File: config.mk
export PLATFORM = sky130hd
export DESIGN_NAME = concat_packer_flat
export DESIGN_NICKNAME = d
export VERILOG_FILES = /design/src/rtl/concat_pkg.sv /design/src/rtl/concat_packer_if.sv /design/src/rtl/concat_out_stage.sv /design/src/rtl/concat_packer.sv /design/src/flat_wrapper.sv
export SDC_FILE = /design/constraint.sdc
export NUM_CORES = 1
export LEC_CHECK = 0
export ABC_CLOCK_PERIOD_IN_PS = 1800
export CAP_MARGIN = 20
export CORE_MARGIN = 5
export CORE_UTILIZATION = 44
export DETAILED_ROUTE_END_ITERATION = 8
export GPL_TIMING_DRIVEN = 0
export PLACE_DENSITY = 0.75
export RECOVER_POWER = 50
export SLEW_MARGIN = 20
export SYNTH_ARGS = -nofsm -noshare
export SYNTH_HDL_FRONTEND = slang
export SYNTH_SLANG_ARGS = --single-unit
File: constraint.sdc
create_clock -name clk -period 1.8 [get_ports clk]
set_clock_uncertainty 0.2 [all_clocks]
set_input_delay 0.27 -clock clk [delete_from_list [all_inputs] [get_ports clk]]
set_output_delay 0.27 -clock clk [all_outputs]
set_load 0.005 [all_outputs]
File: src/rtl/concat_pkg.sv
// concat_pkg: shared definitions for the concat_packer block.
//   MODE_CONCAT / MODE_REPLICATE : encodings of the mode input.
//   state_e                      : packer FSM states (FILL builds a word,
//                                  HOLD presents a finished word).
package concat_pkg;

   localparam logic MODE_CONCAT    = 1'b0;
   localparam logic MODE_REPLICATE = 1'b1;

   typedef enum logic {
      ST_FILL = 1'b0,
      ST_HOLD = 1'b1
   } state_e;

endpackage

File: src/rtl/concat_packer_if.sv
// concat_packer_if: beat-in / word-out stream bundle for concat_packer.
//   mode, in_data, in_valid, in_ready, [in_last]  : narrow input side
//   out_data, out_valid, out_ready, [out_count]   : wide output side
//   master modport : producer/consumer environment
//   slave modport  : the packer itself
// Optional macro CONCAT_PACKER_LAST_EN adds in_last and out_count.
interface concat_packer_if #(
   parameter int WIDTH = 4,
   parameter int COUNT = 2
);
   localparam int CNT_W = $clog2(COUNT + 1);

   logic                     mode;
   logic [WIDTH-1:0]         in_data;
   logic                     in_valid;
   logic                     in_ready;
   logic [WIDTH*COUNT-1:0]   out_data;
   logic                     out_valid;
   logic                     out_ready;
`ifdef CONCAT_PACKER_LAST_EN
   logic                     in_last;
   logic [CNT_W-1:0]         out_count;

   modport master (
      output mode, in_data, in_valid, in_last, out_ready,
      input  in_ready, out_data, out_valid, out_count
   );
   modport slave (
      input  mode, in_data, in_valid, in_last, out_ready,
      output in_ready, out_data, out_valid, out_count
   );
`else
   modport master (
      output mode, in_data, in_valid, out_ready,
      input  in_ready, out_data, out_valid
   );
   modport slave (
      input  mode, in_data, in_valid, out_ready,
      output in_ready, out_data, out_valid
   );
`endif

endinterface

File: src/rtl/concat_out_stage.sv
// concat_out_stage: one-word output register with valid/ready hold.
//   clk, rst       : clock, synchronous active-high reset
//   load_i         : capture load_data_i (and load_count_i) and raise valid
//   load_data_i    : finished word
//   load_count_i   : populated slots (only with CONCAT_PACKER_LAST_EN)
//   ready_i        : downstream consumes the word when valid_o && ready_i
//   valid_o/data_o/count_o : registered word presented downstream
// A load in the same cycle as consumption wins, so back-to-back words
// stream at one per cycle. data_o keeps its value after consumption.
module concat_out_stage #(
   parameter int DW = 8
`ifdef CONCAT_PACKER_LAST_EN
   ,
   parameter int CNT_W = 2
`endif
) (
   input  logic             clk,
   input  logic             rst,
   input  logic             load_i,
   input  logic [DW-1:0]    load_data_i,
`ifdef CONCAT_PACKER_LAST_EN
   input  logic [CNT_W-1:0] load_count_i,
   output logic [CNT_W-1:0] count_o,
`endif
   input  logic             ready_i,
   output logic             valid_o,
   output logic [DW-1:0]    data_o
);

   logic          valid_q;
   logic [DW-1:0] data_q;
`ifdef CONCAT_PACKER_LAST_EN
   logic [CNT_W-1:0] count_q;
`endif

   always_ff @(posedge clk) begin
      if (rst) begin
         valid_q <= 1'b0;
         data_q  <= '0;
`ifdef CONCAT_PACKER_LAST_EN
         count_q <= '0;
`endif
      end else if (load_i) begin
         valid_q <= 1'b1;
         data_q  <= load_data_i;
`ifdef CONCAT_PACKER_LAST_EN
         count_q <= load_count_i;
`endif
      end else if (ready_i) begin
         valid_q <= 1'b0;
      end
   end

   assign valid_o = valid_q;
   assign data_o  = data_q;
`ifdef CONCAT_PACKER_LAST_EN
   assign count_o = count_q;
`endif

endmodule

File: src/rtl/concat_packer.sv
// concat_packer: packs WIDTH-bit beats into WIDTH*COUNT-bit words, either
// by concatenating COUNT beats (first beat in the MSBs) or by replicating
// one beat COUNT times.
//   clk, rst : clock, synchronous active-high reset
//   bus      : concat_packer_if.slave (mode, in_*, out_*)
// Optional macro CONCAT_PACKER_LAST_EN: in_last closes a concatenated word
// early (left-justified, zero-filled LSBs) and out_count reports the
// number of populated slots.
module concat_packer
   import concat_pkg::*;
#(
   parameter int WIDTH = 4,
   parameter int COUNT = 2
) (
   input  logic             clk,
   input  logic             rst,
   concat_packer_if.slave   bus
);

   localparam int DW = WIDTH * COUNT;
   localparam int SW = (COUNT > 1) ? $clog2(COUNT) : 1;
   localparam logic [SW-1:0] SLOT_LAST = SW'(COUNT - 1);
`ifdef CONCAT_PACKER_LAST_EN
   localparam int CNT_W = $clog2(COUNT + 1);
   logic [CNT_W-1:0] load_count;
`endif

   state_e         state_q, state_d;
   logic [SW-1:0]  slot_q, slot_d;
   logic           mode_q, mode_d;
   logic [DW-1:0]  acc_q, acc_d;

   logic           accept;
   logic           eff_mode;
   logic           early;
   logic           load;
   logic [DW-1:0]  shifted;
   logic [DW-1:0]  load_word;

   always_comb begin
      bus.in_ready = (state_q == ST_FILL) ? 1'b1 : bus.out_ready;
      accept       = bus.in_valid && bus.in_ready;
      // Mode is taken live on the first beat, latched for the rest.
      eff_mode     = (slot_q == '0) ? bus.mode : mode_q;
      shifted      = (acc_q << WIDTH) | DW'(bus.in_data);
`ifdef CONCAT_PACKER_LAST_EN
      early        = bus.in_last;
`else
      early        = 1'b0;
`endif
      load         = accept && ((eff_mode == MODE_REPLICATE) ||
                                (slot_q == SLOT_LAST) || early);

      // Left-justify: beats received so far move up to the MSBs; stale
      // accumulator bits above them fall off the top. For a full word the
      // shift is zero.
      if (eff_mode == MODE_REPLICATE)
         load_word = {COUNT{bus.in_data}};
      else
         load_word = shifted << (WIDTH * (COUNT - 1 - int'(slot_q)));

`ifdef CONCAT_PACKER_LAST_EN
      if (eff_mode == MODE_REPLICATE)
         load_count = CNT_W'(COUNT);
      else
         load_count = CNT_W'(slot_q) + CNT_W'(1);
`endif

      state_d = state_q;
      slot_d  = slot_q;
      mode_d  = mode_q;
      acc_d   = acc_q;

      if (accept && (slot_q == '0))
         mode_d = bus.mode;

      if (load) begin
         state_d = ST_HOLD;
         slot_d  = '0;
      end else begin
         if ((state_q == ST_HOLD) && bus.out_ready)
            state_d = ST_FILL;
         if (accept) begin
            acc_d  = shifted;
            slot_d = slot_q + SW'(1);
         end
      end
   end

   always_ff @(posedge clk) begin
      if (rst) begin
         state_q <= ST_FILL;
         slot_q  <= '0;
         mode_q  <= MODE_CONCAT;
      end else begin
         state_q <= state_d;
         slot_q  <= slot_d;
         mode_q  <= mode_d;
      end
   end

   // Accumulator contents are qualified by slot_q, so it needs no reset.
   always_ff @(posedge clk) begin
      acc_q <= acc_d;
   end

   concat_out_stage #(
      .DW    (DW)
`ifdef CONCAT_PACKER_LAST_EN
      ,
      .CNT_W (CNT_W)
`endif
   ) u_out (
      .clk          (clk),
      .rst          (rst),
      .load_i       (load),
      .load_data_i  (load_word),
`ifdef CONCAT_PACKER_LAST_EN
      .load_count_i (load_count),
      .count_o      (bus.out_count),
`endif
      .ready_i      (bus.out_ready),
      .valid_o      (bus.out_valid),
      .data_o       (bus.out_data)
   );

endmodule

File: src/flat_wrapper.sv
// flat-port wrapper written by rule: the top's interface ports become plain ports
module concat_packer_flat import concat_pkg::*;
#(
   parameter int WIDTH = 4,
   parameter int COUNT = 2
)
  (clk, rst, bus_mode, bus_in_data, bus_in_valid, bus_out_ready, bus_in_ready, bus_out_data, bus_out_valid);
  concat_packer_if #(.WIDTH(WIDTH), .COUNT(COUNT)) bus_i ();
  input  logic clk;
  input  logic rst;
  input wire logic [$bits(bus_i.mode)-1:0] bus_mode;
  input wire logic [$bits(bus_i.in_data)-1:0] bus_in_data;
  input wire logic [$bits(bus_i.in_valid)-1:0] bus_in_valid;
  input wire logic [$bits(bus_i.out_ready)-1:0] bus_out_ready;
  output wire logic [$bits(bus_i.in_ready)-1:0] bus_in_ready;
  output wire logic [$bits(bus_i.out_data)-1:0] bus_out_data;
  output wire logic [$bits(bus_i.out_valid)-1:0] bus_out_valid;
  assign bus_i.mode = bus_mode;
  assign bus_i.in_data = bus_in_data;
  assign bus_i.in_valid = bus_in_valid;
  assign bus_i.out_ready = bus_out_ready;
  assign bus_in_ready = bus_i.in_ready;
  assign bus_out_data = bus_i.out_data;
  assign bus_out_valid = bus_i.out_valid;
  concat_packer #(.WIDTH(WIDTH), .COUNT(COUNT)) u_core (.clk(clk), .rst(rst), .bus(bus_i));
endmodule
* Yosys cells after proc, flatten, opt, wreduce, memory -nomap -nowiden
Index checks and enable logic that the tools add are counted.
** Cells by class
- Add/sub/neg operators :: 2
- Shift operators :: 1
- Multiplexer cells :: 7
- Bitwise operators :: 3
- Reduce and logical (&&, ||, !) cells :: 9
** Operators with widths (count)
- 8-bit by 32-bit left shift with 8-bit output :: 1
- 8-bit 2-to-1 mux :: 1
- 8-bit by 4-bit bitwise OR with 8-bit output :: 1
- 1-bit 2-to-1 mux :: 6
- 1-bit logical AND :: 4
- 2-bit nonzero test :: 2
- 1-bit NOT :: 2
- 2-bit AND reduction :: 1
- 2-bit OR reduction :: 1
- 1-bit by 1-bit subtractor with 2-bit output, first input constant :: 1
- 1-bit adder, second input constant :: 1
- 1-bit logical OR :: 1
** Storage, ports and cells
- Bits in registers :: 16
- Bits of input ports :: 9
- Output and inout port bits :: 10
- Logic and storage cells :: 28

* Logic depth before layout (Yosys ltp)
- Depth in word-level cells :: 5
- Gate-level depth with buffers :: 6
- Depth with buffers taken out :: 4

* Cells and area by module
A second synthesis with hierarchy kept.
** Second synthesis, totals
- Cells, all modules :: 61
- Area total of the unflattened synthesis :: 689.4 um^2
** Modules (own cells, without submodules)
- concat_packer :: instances 1, cells an instance 31, area each 367.9 um^2, sequential area each 180.2 um^2
- concat_out_stage :: instances 1, cells an instance 30, area each 321.6 um^2, sequential area each 180.2 um^2

* Least setup slack after synthesis
Ideal clock, no wire load.
- Kind :: register to register
- Start point :: register u_core.slot_q
- End point :: register u_core.acc_q[0] (enable)
- Library setup time :: 0.361 ns
- Arrival :: 1.028 ns
- Required time :: 1.239 ns
- Path slack :: 0.210 ns
- Stages on the path, launching flop included :: 4
- Path buffers :: 1
- Clock period less this slack :: 1.590 ns
- Cell sequence :: dfxtp_1 > or2_1 > buf_2 > nor3_1
** Between the ends
- Longest elaborated chain between the ends :: 5
** RTL lines
- start: declaration :: line concat_packer.sv:29 : logic [SW-1:0] slot_q, slot_d;
- start signal: assignment :: line concat_packer.sv:97 : slot_q <= slot_d;
- 1-bit 2-to-1 mux :: line concat_packer.sv:44 : eff_mode = (slot_q == '0) ? bus.mode : mode_q;
- 1-bit logical OR (*) :: line concat_packer.sv:51 : load = accept && ((eff_mode == MODE_REPLICATE) ||
- 1-bit logical AND (*) :: line concat_packer.sv:51
- 1-bit NOT (no source line) (*)
- 2-bit AND reduction (no source line) (*)
- end signal: assignment :: line concat_packer.sv:104 : acc_q <= acc_d;
- end: declaration :: line concat_packer.sv:31 : logic [DW-1:0] acc_q, acc_d;
Mark *: on every way between the ends. The rest lies on a longest branch, timed or not.
A chain may end at the register's enable or synchronous reset.

* Worst setup path in the final report
- Start point :: register u_core.u_out.data_q[5] (netlist: u_core.u_out.data_o[5])
- End point :: output bus_out_data[5]
** RTL lines
- start: declaration :: line concat_out_stage.sv:31 : logic [DW-1:0] data_q;
- start signal: assignment :: line concat_out_stage.sv:45 : data_q <= load_data_i;
- end: declaration :: line flat_wrapper.sv:16 : output wire logic [$bits(bus_i.out_data)-1:0] bus_out_data;
No word-level cell between the ends.

==> flow_summary_export.csv <==
group,metric,value,unit
outcome,status,"finished clean",
placed_design,place.gp.congestion,0.732,
layout,nFillCells,130,
timing,worst_pin_slew,0.450,ns
worst_setup_path,crit_slowest_cell,"dlygate4sd3_1",
pwr,sw_frac_of_total,25.3,%
placed_design,portBuffers,18,
synthesis,yosysSeqAreaShare,53.6,%
global_routing,grt_first_pass_wirelength,2640,um
placed_design,placed_cell_area,872,um2
layout,multi_input_area,265,um2
cts,clock_latency,0.28,ns
timing,fmax,0.603,GHz
pwr,p_leak,0.329,nW
routing,drcViolationCount,0,
global_routing,grt_use_total,13.6,%
timing,finalSetupViolCount,0,
layout,insertedDiodeCount,0,
timing,relSlewSlack,70.0,%
worst_setup_path,worstPathArrival,1.19,ns
die,io_pins,19,
pwr,internal_power,547,uW
run,drv_cap,0,
placed_design,hpwl,1090,um
cts,clockBufferDepth,2,
synthesis,yosysWarnings,0,
die,die_w,49.1,um
cts,numCtsBuffers,3,
die,die_h,49.1,um
worst_setup_path,critPathBufInv,1,
timing,finalHoldViolCount,0,
die,initial_core_util,45.7,%
worst_setup_path,startpoint_type,"flip-flop",
routing,drt-total-wl,1510,um
layout,final_nets,95,
worst_setup_path,critPathKind,"reg2out",
routing,drt_iter0_drc,13,
cts,cts_root_buffer,"clkbuf_4",
global_routing,grt_overflow,0,
hold_path,hold_path.class,"reg2reg",
global_routing,grt_max_degree,14,
cts,htree_levels,1,
routing,final_antenna_net_count,0,
worst_setup_path,critPathTopFamily,"buffers and inverters",
global_routing,grt_antenna_before_repair,0,
worst_setup_path,cp_data_required_time,1.33,ns
routing,drtPass1Iterations,4,
pwr,power_density,815,mW/mm2
cts,clk_pin_slew,0.10,ns
cts,clock_sinks,16,
worst_setup_path,max_stage_delay,0.57,ns
worst_setup_path,critPathMaxFanout,2,
placed_design,pre_cts_slack,-0.327,ns
layout,area.sequential,360,um2
pwr,ir_worst_vdd,444,uV
routing,viasPerCell,5.70,
synthesis,avgSynthCellArea,10.7,um2
layout,area_growth,33.7,%
layout,drive_gt1_share,12.9,%
synthesis,synth_area,672,um2
routing,vias,576,
timing,worst_slack,0.143,ns
pwr,seq_power_share,55.1,%
worst_setup_path,endpoint_kind,"output port",
pwr,combPwrFrac,18.0,%
timing,final_max_slew_viol_count,0,
synthesis,synth_cell_type_count,22,
layout,fin_area,898,um2
global_routing,first_global_vias,563,
cts,cts_tree,"built",
die,design.core.area,0.00147,mm2
synthesis,synth_seq_cells,16,
worst_setup_path,crit_chain,"dlygate4sd3_1",
timing,period_share,92.1,%
pwr,clockPowerShare,26.9,%
timing,grt_setup_unrepaired,"no",
routing,routedWlPerCell,14.9,um
pwr,power_switching,185,uW
die,dieArea,0.00241,mm2
synthesis,synthesis.nets,72,
die,rows,14,
timing,finalWorstPathRequiredPeriod,1.66,ns
synthesis,synth_cells,63,
## path summary, 6_finish.rpt
path	from	to	slack, ns	depth (start not counted)
min reg2reg	u_core.u_out.data_o[3]$_SDFFE_PP0P_	u_core.u_out.data_o[3]$_SDFFE_PP0P_	0.27	2
max reg2reg	u_core.slot_q$_SDFFE_PP0P_	u_core.acc_q[3]$_DFFE_PP_	0.23	3
max	u_core.u_out.data_o[5]$_SDFFE_PP0P_	bus_out_data[5]	0.14	1
min	u_core.u_out.data_o[3]$_SDFFE_PP0P_	u_core.u_out.data_o[3]$_SDFFE_PP0P_	0.27	2
## power groups by stage
stage	clock network (mW)	logic [mW]	registers, mW
final	0.197	0.132	0.403
after floorplan	0	0.0680	0.412
after global placement	0	0.133	0.411
after CTS	0.203	0.136	0.403
after detailed placement	0	0.136	0.412
after global routing	0.223	0.144	0.406
## flip-flops by register name (all words and copies together) (netlist names)
| signal | count |
|---|---|
| u_core.u_out.valid_o | 1 |
| u_core.acc_q | 4 |
| u_core.slot_q | 1 |
| u_core.state_q | 1 |
| u_core.u_out.data_o | 8 |
| u_core.mode_q | 1 |
## per-layer routing
metal	share of wire [%]	vias to the layer above	wire, um	GRT usage, %
met5	0	-	0	0
met3	5.0	0	75	4.89
li1	-	284	-	-
met1	48	279	718	18.2
met4	0	0	0	5.38
met2	47	13	711	19.7
## layout make-up
class	count	share of cell area, %
inverter	2	1.39
sequential	16	40.1
buffer	5	3.48
timing repair buffer	19	20.3
tap	16	2.23
clock buffer	4	2.92
multi-input combinational	39	29.5
## cells by family after synthesis
logic type	Yosys count	synth area share, %
buf+inv	8	7.63
mux	4	5.96
compound gates	21	19.7
flops	16	53.6
simple gates	14	13.0
## synth_stat cells, drive strengths merged
library cell  number  area [um2]
edfxtp             4         120
or2                1        6.26
inv                1        3.75
dfxtp             12         240
clkinv             1        5.00
buf                4        35.0
nor2               1        3.75
nor3               3        20.0
a31oi              4        25.0
mux2i              4        40.0
o31ai              5        37.5
nand4b             1        8.76
nand2b             1        6.26
clkbuf             2        7.51
nand4              4        25.0
a21oi              8        40.0
nor2b              2        12.5
a211oi             4        30.0
nand3              1        5.00
## cell usage in the layout (no fill, tap or decap)
cell type and n:
a21oi_1 8, a211oi_1 4, clkbuf_2 1, dfxtp_1 12, inv_1 1, clkinv_4 1
nor3_2 2, buf_4 2, o31ai_1 5, clkbuf_1 3, nand2b_1 1, or2_1 1
dlygate4sd3_1 8, nand4_1 4, clkdlybuf4s50_1 9, nor2b_1 2, nand4b_1 1, nor3_1 1
a31oi_1 4, clkbuf_4 3, edfxtp_1 4, mux2i_1 4, nor2_1 1, buf_2 1
nand3_1 1, buf_6 1
## what timing repair did
item / 4_1_cts / 5_1_grt
hold buffers: 0 / 0
gates resized for setup: 3 / 2
setup buffers: 1 / 0
endpoints found under the setup margin: 5 / 1
## through the flow
step / std cells / hold slack [ns] / util, % / TNS (ns) / power, mW
after floorplan: 63 / 0.143 / - / 0 / 0.480
after global placement: 97 / 0.262 / 59.3 / -1.43 / 0.544
after detailed placement: 97 / 0.265 / 59.3 / -1.59 / 0.547
after CTS: 101 / 0.281 / 61.3 / 0 / 0.743
after global routing: 101 / 0.309 / 61.1 / 0 / 0.772
final: 101 / 0.275 / 61.1 / 0 / 0.732
No activity file was read; power rests on OpenSTA's default activity.
